<file path="src/rtl/duck_round_sequencer_if.sv">
// Round sequencer handshake bundle: game_logic status in, duck control and HUD out.
// master drives game_enable/hunt_start/duck_killed/ammo; slave is the sequencer.
interface duck_round_sequencer_if;
  logic       game_enable;
  logic       hunt_start;
  logic       duck_killed;
  logic [2:0] bullets_in_mag;
  logic [6:0] bullets_left;
  logic       duck_spawn;
  logic       duck_fly_away;
  logic [3:0] duck_speed;
  logic [3:0] round_num;
  logic [3:0] duck_index;
  logic [3:0] ducks_hit;
  logic [3:0] ducks_missed;
  logic       round_done;
  logic       game_over;
  logic       game_won;
  logic       perfect_bonus;

  modport master (
    output game_enable, hunt_start, duck_killed,
    output bullets_in_mag, bullets_left,
    input  duck_spawn, duck_fly_away, duck_speed,
    input  round_num, duck_index, ducks_hit, ducks_missed,
    input  round_done, game_over, game_won, perfect_bonus
  );

  modport slave (
    input  game_enable, hunt_start, duck_killed,
    input  bullets_in_mag, bullets_left,
    output duck_spawn, duck_fly_away, duck_speed,
    output round_num, duck_index, ducks_hit, ducks_missed,
    output round_done, game_over, game_won, perfect_bonus
  );
endinterface

</file>
<file path="src/rtl/duck_round_sequencer.sv">
// Round/wave scheduler: paces duck spawns, times escapes, tallies rounds, declares win/lose.
// Ports: clk, rst (sync, active-high), bus (duck_round_sequencer_if.slave).
// Option: define DUCK_ROUND_PERFECT_BONUS_EN for the perfect-round bonus (+2 speed, pulse).
module duck_round_sequencer #(
  parameter int ESCAPE_CYCLES   = 325_000_000,
  parameter int RESPAWN_CYCLES  = 65_000_000,
  parameter int DUCKS_PER_ROUND = 10,
  parameter int PASS_HITS       = 6,
  parameter int MAX_ROUND       = 9,
  parameter int SPEED_BASE      = 1
) (
  input logic clk,
  input logic rst,
  duck_round_sequencer_if.slave bus
);

  localparam int EW = $clog2(ESCAPE_CYCLES + 1);
  localparam int GW = $clog2(RESPAWN_CYCLES + 1);

  typedef enum logic [2:0] {
    IDLE,
    WAIT_SPAWN,
    FLYING,
    RESOLVE,
    ROUND_END,
    GAME_OVER
  } state_t;

  state_t state_q, state_d;

  logic [EW-1:0] esc_q, esc_d;
  logic [GW-1:0] gap_q, gap_d;
  logic          killed_q;
  logic [3:0]    round_q, round_d;
  logic [3:0]    speed_q, speed_d;
  logic [3:0]    index_q, index_d;
  logic [3:0]    hit_q, hit_d;
  logic [3:0]    miss_q, miss_d;
  logic          spawn_q, spawn_d;
  logic          fly_q, fly_d;
  logic          done_q, done_d;
  logic          over_q, over_d;
  logic          won_q, won_d;
  logic          bonus_q, bonus_d;

  logic       kill;
  logic       ammo_out;
  logic       perfect;
  logic [3:0] index_inc;
  logic [3:0] speed_p1;
  logic [3:0] speed_p2;

  assign kill     = bus.duck_killed & ~killed_q;
  assign ammo_out = (bus.bullets_in_mag == 3'd0)
                 && (bus.bullets_left == 7'd0);
  assign index_inc = index_q + 4'd1;
  assign speed_p1  = (speed_q == 4'hf) ? 4'hf : speed_q + 4'd1;
  assign speed_p2  = (speed_q >= 4'he) ? 4'hf : speed_q + 4'd2;

`ifdef DUCK_ROUND_PERFECT_BONUS_EN
  assign perfect = (hit_q == 4'(DUCKS_PER_ROUND));
`else
  assign perfect = 1'b0;
`endif

  always_comb begin
    state_d = state_q;
    esc_d   = esc_q;
    gap_d   = gap_q;
    round_d = round_q;
    speed_d = speed_q;
    index_d = index_q;
    hit_d   = hit_q;
    miss_d  = miss_q;
    over_d  = over_q;
    won_d   = won_q;
    spawn_d = 1'b0;
    fly_d   = 1'b0;
    done_d  = 1'b0;
    bonus_d = 1'b0;

    if (!bus.game_enable) begin
      state_d = IDLE;
      esc_d   = '0;
      gap_d   = '0;
      round_d = '0;
      speed_d = '0;
      index_d = '0;
      hit_d   = '0;
      miss_d  = '0;
      over_d  = 1'b0;
      won_d   = 1'b0;
    end else begin
      case (state_q)
        IDLE: begin
          state_d = WAIT_SPAWN;
          round_d = 4'd1;
          speed_d = 4'(SPEED_BASE);
          gap_d   = '0;
          index_d = '0;
          hit_d   = '0;
          miss_d  = '0;
        end
        WAIT_SPAWN: begin
          if (gap_q != '0) begin
            gap_d = gap_q - 1'b1;
          end else if (bus.hunt_start) begin
            state_d = FLYING;
            spawn_d = 1'b1;
            esc_d   = EW'(ESCAPE_CYCLES - 1);
          end
        end
        FLYING: begin
          // a kill landing on the last flight cycle still counts
          if (kill) begin
            state_d = RESOLVE;
            hit_d   = hit_q + 4'd1;
          end else if (esc_q == '0 || ammo_out) begin
            state_d = RESOLVE;
            miss_d  = miss_q + 4'd1;
            fly_d   = 1'b1;
          end else begin
            esc_d = esc_q - 1'b1;
          end
        end
        RESOLVE: begin
          index_d = index_inc;
          if (index_inc == 4'(DUCKS_PER_ROUND)) begin
            state_d = ROUND_END;
          end else begin
            state_d = WAIT_SPAWN;
            gap_d   = GW'(RESPAWN_CYCLES - 1);
          end
        end
        ROUND_END: begin
          if (hit_q < 4'(PASS_HITS)) begin
            state_d = GAME_OVER;
            over_d  = 1'b1;
            won_d   = 1'b0;
          end else begin
            bonus_d = perfect;
            if (round_q == 4'(MAX_ROUND)) begin
              state_d = GAME_OVER;
              over_d  = 1'b1;
              won_d   = 1'b1;
            end else begin
              state_d = WAIT_SPAWN;
              done_d  = 1'b1;
              round_d = round_q + 4'd1;
              speed_d = perfect ? speed_p2 : speed_p1;
              index_d = '0;
              hit_d   = '0;
              miss_d  = '0;
              gap_d   = GW'(RESPAWN_CYCLES - 1);
            end
          end
        end
        GAME_OVER: begin
          state_d = GAME_OVER;
        end
        default: begin
          state_d = IDLE;
        end
      endcase
    end
  end

  always_ff @(posedge clk) begin
    if (rst) begin
      state_q  <= IDLE;
      esc_q    <= '0;
      gap_q    <= '0;
      killed_q <= 1'b0;
      round_q  <= '0;
      speed_q  <= '0;
      index_q  <= '0;
      hit_q    <= '0;
      miss_q   <= '0;
      spawn_q  <= 1'b0;
      fly_q    <= 1'b0;
      done_q   <= 1'b0;
      over_q   <= 1'b0;
      won_q    <= 1'b0;
      bonus_q  <= 1'b0;
    end else begin
      state_q  <= state_d;
      esc_q    <= esc_d;
      gap_q    <= gap_d;
      killed_q <= bus.duck_killed;
      round_q  <= round_d;
      speed_q  <= speed_d;
      index_q  <= index_d;
      hit_q    <= hit_d;
      miss_q   <= miss_d;
      spawn_q  <= spawn_d;
      fly_q    <= fly_d;
      done_q   <= done_d;
      over_q   <= over_d;
      won_q    <= won_d;
      bonus_q  <= bonus_d;
    end
  end

  assign bus.duck_spawn    = spawn_q;
  assign bus.duck_fly_away = fly_q;
  assign bus.duck_speed    = speed_q;
  assign bus.round_num     = round_q;
  assign bus.duck_index    = index_q;
  assign bus.ducks_hit     = hit_q;
  assign bus.ducks_missed  = miss_q;
  assign bus.round_done    = done_q;
  assign bus.game_over     = over_q;
  assign bus.game_won      = won_q;
  assign bus.perfect_bonus = bonus_q;

endmodule
</file>
<file path="src/flat_wrapper.sv">
// flat-port wrapper written by rule: the top's interface ports become plain ports
module duck_round_sequencer_flat 
#(
  parameter int ESCAPE_CYCLES   = 325_000_000,
  parameter int RESPAWN_CYCLES  = 65_000_000,
  parameter int DUCKS_PER_ROUND = 10,
  parameter int PASS_HITS       = 6,
  parameter int MAX_ROUND       = 9,
  parameter int SPEED_BASE      = 1
)
  (clk, rst, bus_game_enable, bus_hunt_start, bus_duck_killed, bus_bullets_in_mag, bus_bullets_left, bus_duck_spawn, bus_duck_fly_away, bus_duck_speed, bus_round_num, bus_duck_index, bus_ducks_hit, bus_ducks_missed, bus_round_done, bus_game_over, bus_game_won, bus_perfect_bonus);
  duck_round_sequencer_if bus_i ();
  input logic clk;
  input logic rst;
  input wire logic [$bits(bus_i.game_enable)-1:0] bus_game_enable;
  input wire logic [$bits(bus_i.hunt_start)-1:0] bus_hunt_start;
  input wire logic [$bits(bus_i.duck_killed)-1:0] bus_duck_killed;
  input wire logic [$bits(bus_i.bullets_in_mag)-1:0] bus_bullets_in_mag;
  input wire logic [$bits(bus_i.bullets_left)-1:0] bus_bullets_left;
  output wire logic [$bits(bus_i.duck_spawn)-1:0] bus_duck_spawn;
  output wire logic [$bits(bus_i.duck_fly_away)-1:0] bus_duck_fly_away;
  output wire logic [$bits(bus_i.duck_speed)-1:0] bus_duck_speed;
  output wire logic [$bits(bus_i.round_num)-1:0] bus_round_num;
  output wire logic [$bits(bus_i.duck_index)-1:0] bus_duck_index;
  output wire logic [$bits(bus_i.ducks_hit)-1:0] bus_ducks_hit;
  output wire logic [$bits(bus_i.ducks_missed)-1:0] bus_ducks_missed;
  output wire logic [$bits(bus_i.round_done)-1:0] bus_round_done;
  output wire logic [$bits(bus_i.game_over)-1:0] bus_game_over;
  output wire logic [$bits(bus_i.game_won)-1:0] bus_game_won;
  output wire logic [$bits(bus_i.perfect_bonus)-1:0] bus_perfect_bonus;
  assign bus_i.game_enable = bus_game_enable;
  assign bus_i.hunt_start = bus_hunt_start;
  assign bus_i.duck_killed = bus_duck_killed;
  assign bus_i.bullets_in_mag = bus_bullets_in_mag;
  assign bus_i.bullets_left = bus_bullets_left;
  assign bus_duck_spawn = bus_i.duck_spawn;
  assign bus_duck_fly_away = bus_i.duck_fly_away;
  assign bus_duck_speed = bus_i.duck_speed;
  assign bus_round_num = bus_i.round_num;
  assign bus_duck_index = bus_i.duck_index;
  assign bus_ducks_hit = bus_i.ducks_hit;
  assign bus_ducks_missed = bus_i.ducks_missed;
  assign bus_round_done = bus_i.round_done;
  assign bus_game_over = bus_i.game_over;
  assign bus_game_won = bus_i.game_won;
  assign bus_perfect_bonus = bus_i.perfect_bonus;
  duck_round_sequencer #(.ESCAPE_CYCLES(ESCAPE_CYCLES), .RESPAWN_CYCLES(RESPAWN_CYCLES), .DUCKS_PER_ROUND(DUCKS_PER_ROUND), .PASS_HITS(PASS_HITS), .MAX_ROUND(MAX_ROUND), .SPEED_BASE(SPEED_BASE)) u_core (.clk(clk), .rst(rst), .bus(bus_i));
endmodule
</file>
<file path="config.mk">
export PLATFORM = sky130hd
export DESIGN_NAME = duck_round_sequencer_flat
export DESIGN_NICKNAME = d
export VERILOG_FILES = /design/src/rtl/duck_round_sequencer_if.sv /design/src/rtl/duck_round_sequencer.sv /design/src/flat_wrapper.sv
export SDC_FILE = /design/constraint.sdc
export NUM_CORES = 1
export LEC_CHECK = 0
export ABC_AREA = 1
export ABC_CLOCK_PERIOD_IN_PS = 1760
export BUFFER_PORTS_ARGS = -buffer_cell sky130_fd_sc_hd__buf_2
export CAP_MARGIN = 20
export CORE_AREA = 2 2 130 94
export CTS_CLUSTER_SIZE = 20
export DETAILED_ROUTE_END_ITERATION = 8
export DIE_AREA = 0 0 132 96
export PLACE_DENSITY = 0.65
export SETUP_SLACK_MARGIN = 0.02
export SYNTH_ARGS = -nofsm -noshare
export SYNTH_HDL_FRONTEND = slang
export SYNTH_SLANG_ARGS = --single-unit
export TNS_END_PERCENT = 20
</file>
<file path="constraint.sdc">
create_clock -name clk -period 1.76 [get_ports clk]
set_clock_uncertainty 0.2 [all_clocks]
set_input_delay 0.176 -clock clk [delete_from_list [all_inputs] [get_ports clk]]
set_output_delay 0.176 -clock clk [all_outputs]
set_load 0.01 [all_outputs]
</file>
* Word-level counts from Yosys, hierarchy flattened
Cells that the tools add are included.
Cells by class: $lt $le $gt $ge 1, multiplexer cells 39, reductions and logical operators 25, $add $sub $neg 7, bitwise gates (word level) 6, shift operators 0, $mul 0, divide/modulo/power cells 0, eq/ne operators 19
Operator list (count):
- 2-to-1 mux 29 bit | 4
- 2-to-1 mux 26 bit | 4
- case mux 26 bit (4 select lines) | 1
- case mux 29 bit (2 select lines) | 1
- 2-to-1 mux 4 bit | 10
- case mux 4 bit (3 select lines) | 3
- logical NOT 29 bit | 1
- subtractor 29 x 1 -> 29 bit, second input constant | 1
- nonzero test 26 bit | 1
- subtractor 26 x 1 -> 26 bit, second input constant | 1
- 2-to-1 mux 3 bit | 7
- adder 4 x 1 -> 4 bit, second input constant | 5
- case mux 3 bit (6 select lines) | 1
- case mux 4 bit (2 select lines) | 2
- AND reduction 5 bit | 3
- inequality test 2 bit, second input constant | 7
- equality test 4 bit, second input constant | 3
- OR reduction 4 bit | 3
- AND reduction 3 bit | 3
- logical NOT 7 bit | 1
- equality test 3 x 2 -> 1 bit, second input constant | 2
- equality test 3 bit, second input constant | 2
- logical NOT 3 bit | 2
- 2-to-1 mux 1 bit | 6
- other kinds (14) | 23
Storage, ports and cells: flip-flop bits (word level) 84, memories 0, memory bits (read-only) 0, input bits 15, output and inout port bits 26, word-level logic and storage cells 111, latch bits 0, RAM bits 0

* Depth between registers and ports, before layout
depth in word-level cells 6, depth in mapped cells 13, mapped depth without buffers 13

* Worst setup path after synthesis
OpenSTA, ideal clock, no wires.
kind register -> register, start point reg u_core.round_q[0] (netlist: u_core.bus.round_num[0]), end point reg u_core.gap_q[14], buffers on the path 1, setup time 0.116 ns, required time 1.444 ns, arrival 1.583 ns, clock period less this slack 1.899 ns, cell stages (with the launch flop) 12, path slack -0.139 ns, path through dfxtp_1 -> ha_1 -> nand3_1 -> nand3_1 -> nand2_2 -> nor2_1 -> clkinv_1 -> nand3_2 -> inv_2 -> buf_6 -> o21ai_0 -> nor2_1
Between the ends: longest elaborated chain between the ends 3
RTL lines:
- from (decl) | RTL line duck_round_sequencer.sv:34 | logic [3:0] round_q, round_d;
- from (signal assigned) | RTL line duck_round_sequencer.sv:190 | round_q <= round_d;
- equality test 4 bit | RTL line duck_round_sequencer.sv:142 | if (round_q == 4'(MAX_ROUND)) begin
- inequality test 2 bit (no line)
- AND reduction 5 bit (no line)
- to (signal assigned) | RTL line duck_round_sequencer.sv:188 | gap_q <= gap_d;
- to (decl) | RTL line duck_round_sequencer.sv:32 | logic [GW-1:0] gap_q, gap_d;
No other way between the ends. A chain may end at the register's enable or synchronous reset.

* Worst setup path after layout
start point reg u_core.esc_q[1], end point reg u_core.esc_q[17]
Between the ends: longest elaborated chain between the ends 4, elaborated cells between the ends (all ways) 8, those cells by class 1 x add/sub; 1 x eq/ne; 3 x mux; 3 x reduce/logical
RTL lines:
- from (decl) | RTL line duck_round_sequencer.sv:31 | logic [EW-1:0] esc_q, esc_d;
- from (signal assigned) | RTL line duck_round_sequencer.sv:187 | esc_q <= esc_d;
- subtractor 29 x 1 -> 29 bit / logical NOT 29 bit (equally long branches) | RTL line duck_round_sequencer.sv:123, duck_round_sequencer.sv:118
- 2-to-1 mux 29 bit / logical OR 1 bit (equally long branches) | RTL line duck_round_sequencer.sv:118 | end else if (esc_q == '0 || ammo_out) begin
- 2-to-1 mux 29 bit / inequality test 2 bit (equally long branches)
- case mux 29 bit (2 select lines) / AND reduction 5 bit (equally long branches)
Several ways; a longest one is shown, not always the timed one. The select of a mux whose other input is x is not followed.

==> run summary <==
placed cell area - 0.00661 mm^2
crit path DAT - 2.06 ns
Hold Crit Class - input pin to flop
Die Ht - 96 um
reg2reg end - u_core.esc_q[17]$_SDFFE_PP0P_
status - complete, but fails checks
Int Pwr - 4.07 mW
DRT iter0 DRCs - 413
clock root buffer - clkbuf_16
Initial Util - 44.1%
htree depth - 3
vias in the first global route - 5553
synthesized flop and latch total - 84
Leak - 3.43 nW
P per Cell Area - 898 mW/mm^2
pin count of the biggest net entering global routing - 31
post-route cell area - 0.00719 mm^2
Clock Latency Late Sink - 0.35 ns
Worst Path Required - 1.84 ns
CP Max Fanout - 8
Cell variety after synth - 41
Tcrit/Tclk final - 112%
antenna violations before repair - 0
Crit Path Category - flop to flop
area of the core - 0.0114 mm^2
global route overflow - 0
worst hold start - rst
RSZ-0062 raised after global routing - yes
Max Freq - 0.507 GHz
crit path to - u_core.esc_q[17]$_SDFFE_PP0P_
Max-cap violations - 0
Post-Syn Instances - 815
Clock Tree Buf Depth - 2
via count - 5978
WL final - 15600 um
Syn Area/Cell - 6.19 um^2
cells on worst reg2reg path - 13
First-pass DRT Iterations - 5
fin nets - 1026
die area - 0.0127 mm^2
final hold vios - 0
violated checks - negative setup slack
VDD IR max - 500 uV
Switching Share - 37.0%
die width - 132 um
Worst Setup Start Kind - flop
final setup violation count - 60
Design Power - 6.45 mW
dpl cells - 1140
# DRC - 0
FP Rows - 33
global-route wire length before repair - 25600 um
clock power share - 28.3%
# IOs - 41
Num CTS Buffers - 9
DP Wirelength - 11200 um
layout cell share with drive strength beyond 1 - 31.4%
Buffers on Ports - 39
Slew Limit Fails - 0
r2r setup slk - -0.21 ns
cell area after synthesis - 0.00505 mm^2
Psw - 2.39 mW
register share of total power - 31.6%
CTS tree - built
Setup crit end kind - flop
WL/cell - 13.4 um
Area Growth Syn to Fin - 42.4%
worst r2r src - u_core.esc_q[1]$_SDFFE_PP0P_
Clock Sinks - 84
Synth warnings - 0
fin crit period - 1.97 ns
worst setup path startpoint - u_core.esc_q[1]$_SDFFE_PP0P_
combinational fraction of design power - 40.1%
setup TNS - -6.78 ns
Seq/Total Area, Yosys - 33.3%
setup ws final - -0.212 ns
vias per std cell - 5.14
CTS clk-pin slew, worst paths - 0.07 ns
antenna-violating nets left - 0
syn nets - 840
routability congestion estimate - 0.911
Cell Count, Final, Fillers Out - 1163
Layout fillers - 1031
Tot GR Track Use - 24.8%
Inserted Diodes - 0
power by group through the flow:
stage / registers [mW] / logic, mW / clock network (mW)
2_1_floorplan: 2.09 / 1.40 / 0
3_3_place_gp: 2.07 / 2.28 / 0
3_5_place_dp: 2.07 / 2.33 / 0
4_1_cts: 2.03 / 2.42 / 1.86
5_1_grt: 2.04 / 2.86 / 1.91
6_report: 2.04 / 2.59 / 1.83
routing by layer:
| metal | global-route usage (%) | vias to the layer above | wire, um |
|---|---|---|---|
| met5 | 0 | - | 0 |
| li1 | - | 3010 | - |
| met2 | 42.0 | 189 | 6980 |
| met4 | 5.62 | 0 | 164 |
| met3 | 3.84 | 20 | 999 |
| met1 | 33.8 | 2759 | 7460 |
timing repair:
item	in CTS	in global routing
gates cloned	0	1
hold buffers	3	0
gates resized for setup	26	54
endpoints found under the setup margin	66	75
endpoints found under the hold margin	2	0
setup buffers	1	2
pin swaps	11	15
synthesized netlist by cell type:
cell,instances,area [um^2]
or2_1,1,6.26
nand2_2,2,12.5
a211oi_1,1,7.51
xor2_1,11,96.3
a21o_1,2,15.0
nand2_1,197,739
nor2_1,149,559
clkbuf_1,15,56.3
nor2_4,1,11.3
nand3b_1,1,7.51
o32ai_1,1,8.76
clkinv_1,1,3.75
inv_2,5,18.8
or2_2,7,43.8
nand2_4,2,22.5
inv_1,82,308
nand4_1,14,87.6
a31oi_1,5,31.3
and2_1,1,6.26
nand3_2,1,10.0
xnor2_1,4,35.0
ha_1,10,125
dfxtp_1,84,1680
nor3_1,11,55.1
nand3_1,79,395
o21ai_1,1,5.00
a21oi_1,64,320
nor4_1,2,12.5
buf_4,5,37.5
buf_2,1,5.00
o21ai_0,39,195
nor2_2,4,25.0
conb_1,1,3.75
inv_4,1,6.26
o221ai_1,1,8.76
buf_6,2,22.5
nor3b_1,1,7.51
o21bai_1,2,15.0
and3_1,2,12.5
nor3_4,1,16.3
a32o_1,1,10.0
flip-flops by register name, summed over array words and instances (netlist names), 3 cells and up:
signal	flops
u_core.bus.round_num	4
u_core.bus.ducks_missed	4
u_core.esc_q	29
u_core.bus.duck_speed	4
u_core.state_q	3
u_core.bus.duck_index	4
u_core.bus.ducks_hit	4
u_core.gap_q	26
cells by family (layout without fill, tap and decap cells):
| group | count (synthesis) | in the layout | synth area share (%) |
|---|---|---|---|
| AOI/OAI and AO/OA | 117 | 117 | 12.2 |
| and+or+nand+nor | 476 | 476 | 40.2 |
| DFF | 84 | 84 | 33.3 |
| other | 1 | 1 | 0.0743 |
| xor gates and xnor gates | 15 | 15 | 2.60 |
| adders and majority gates | 10 | 10 | 2.48 |
| buffers and inverters | 112 | 303 | 9.07 |
worst min path at each step:
stage	endpoint	cells after the start
floorplan	u_core.killed_q$_SDFF_PP0_	1
global placement	u_core.killed_q$_SDFF_PP0_	2
detailed placement	u_core.killed_q$_SDFF_PP0_	2
CTS	u_core.bus.duck_index[0]$_SDFFE_PP0P_	5
global route	u_core.state_q[1]$_SDFFE_PP0P_	5
finish	u_core.bus.duck_index[0]$_SDFFE_PP0P_	5
stage by stage:
step           hold WS [ns]  utilization [%]  setup WS (ns)
2_1_floorplan        0.0484                -         0.0223
5_1_grt               0.101             62.8         -0.354
4_1_cts              0.0771             61.1         -0.172
3_5_place_dp          0.174             57.8         -0.184
3_3_place_gp          0.166             57.8        -0.0872
6_report             0.0887             62.8         -0.212
critical path, stage by stage, from the launching register on:
cell and delay (ns):
dfxtp_2 0.33, inv_2 0.08, ha_4 0.13, inv_2 0.03, nor2_2 0.09, nand2_1 0.06
nor2_1 0.11, nand2_1 0.08, o21bai_2 0.18, nand2_2 0.11, nand2_4 0.13, clkbuf_16 0.18
nand2_1 0.07, a21oi_2 0.11
cell type report:
| cell class | instances | area (um^2) | share of cell area, % |
|---|---|---|---|
| multi-input combinational | 619 | 3200 | 44.5 |
| inverter | 89 | 343 | 4.77 |
| clock inverter | 6 | 47.5 | 0.662 |
| tap | 157 | 196 | 2.73 |
| clock buffer | 10 | 229 | 3.19 |
| timing repair buffer | 198 | 1470 | 20.5 |
| sequential | 84 | 1700 | 23.7 |
placed cells by master (no fill, tap or decap), types with 3 or more instances in the layout:
master and instances:
buf_2 39, buf_4 147, nor2_2 19, buf_12 3
inv_1 75, nor3_1 11, nor2_1 127, nand2_2 14
nand3_2 5, ha_4 3, inv_6 3, dfxtp_1 73
clkbuf_16 10, dfxtp_2 9, nand2_4 6, inv_2 11
xor2_1 11, o21ai_0 30, nand3_1 73, o21ai_1 9
buf_6 5, nand2_1 181, xnor2_1 4, a21oi_1 51
or2_2 7, nand4_1 14, a21oi_2 13, ha_1 6
dlygate4sd3_1 3, nor2_4 8, a31oi_1 5
(Power assumes the default switching activity.)
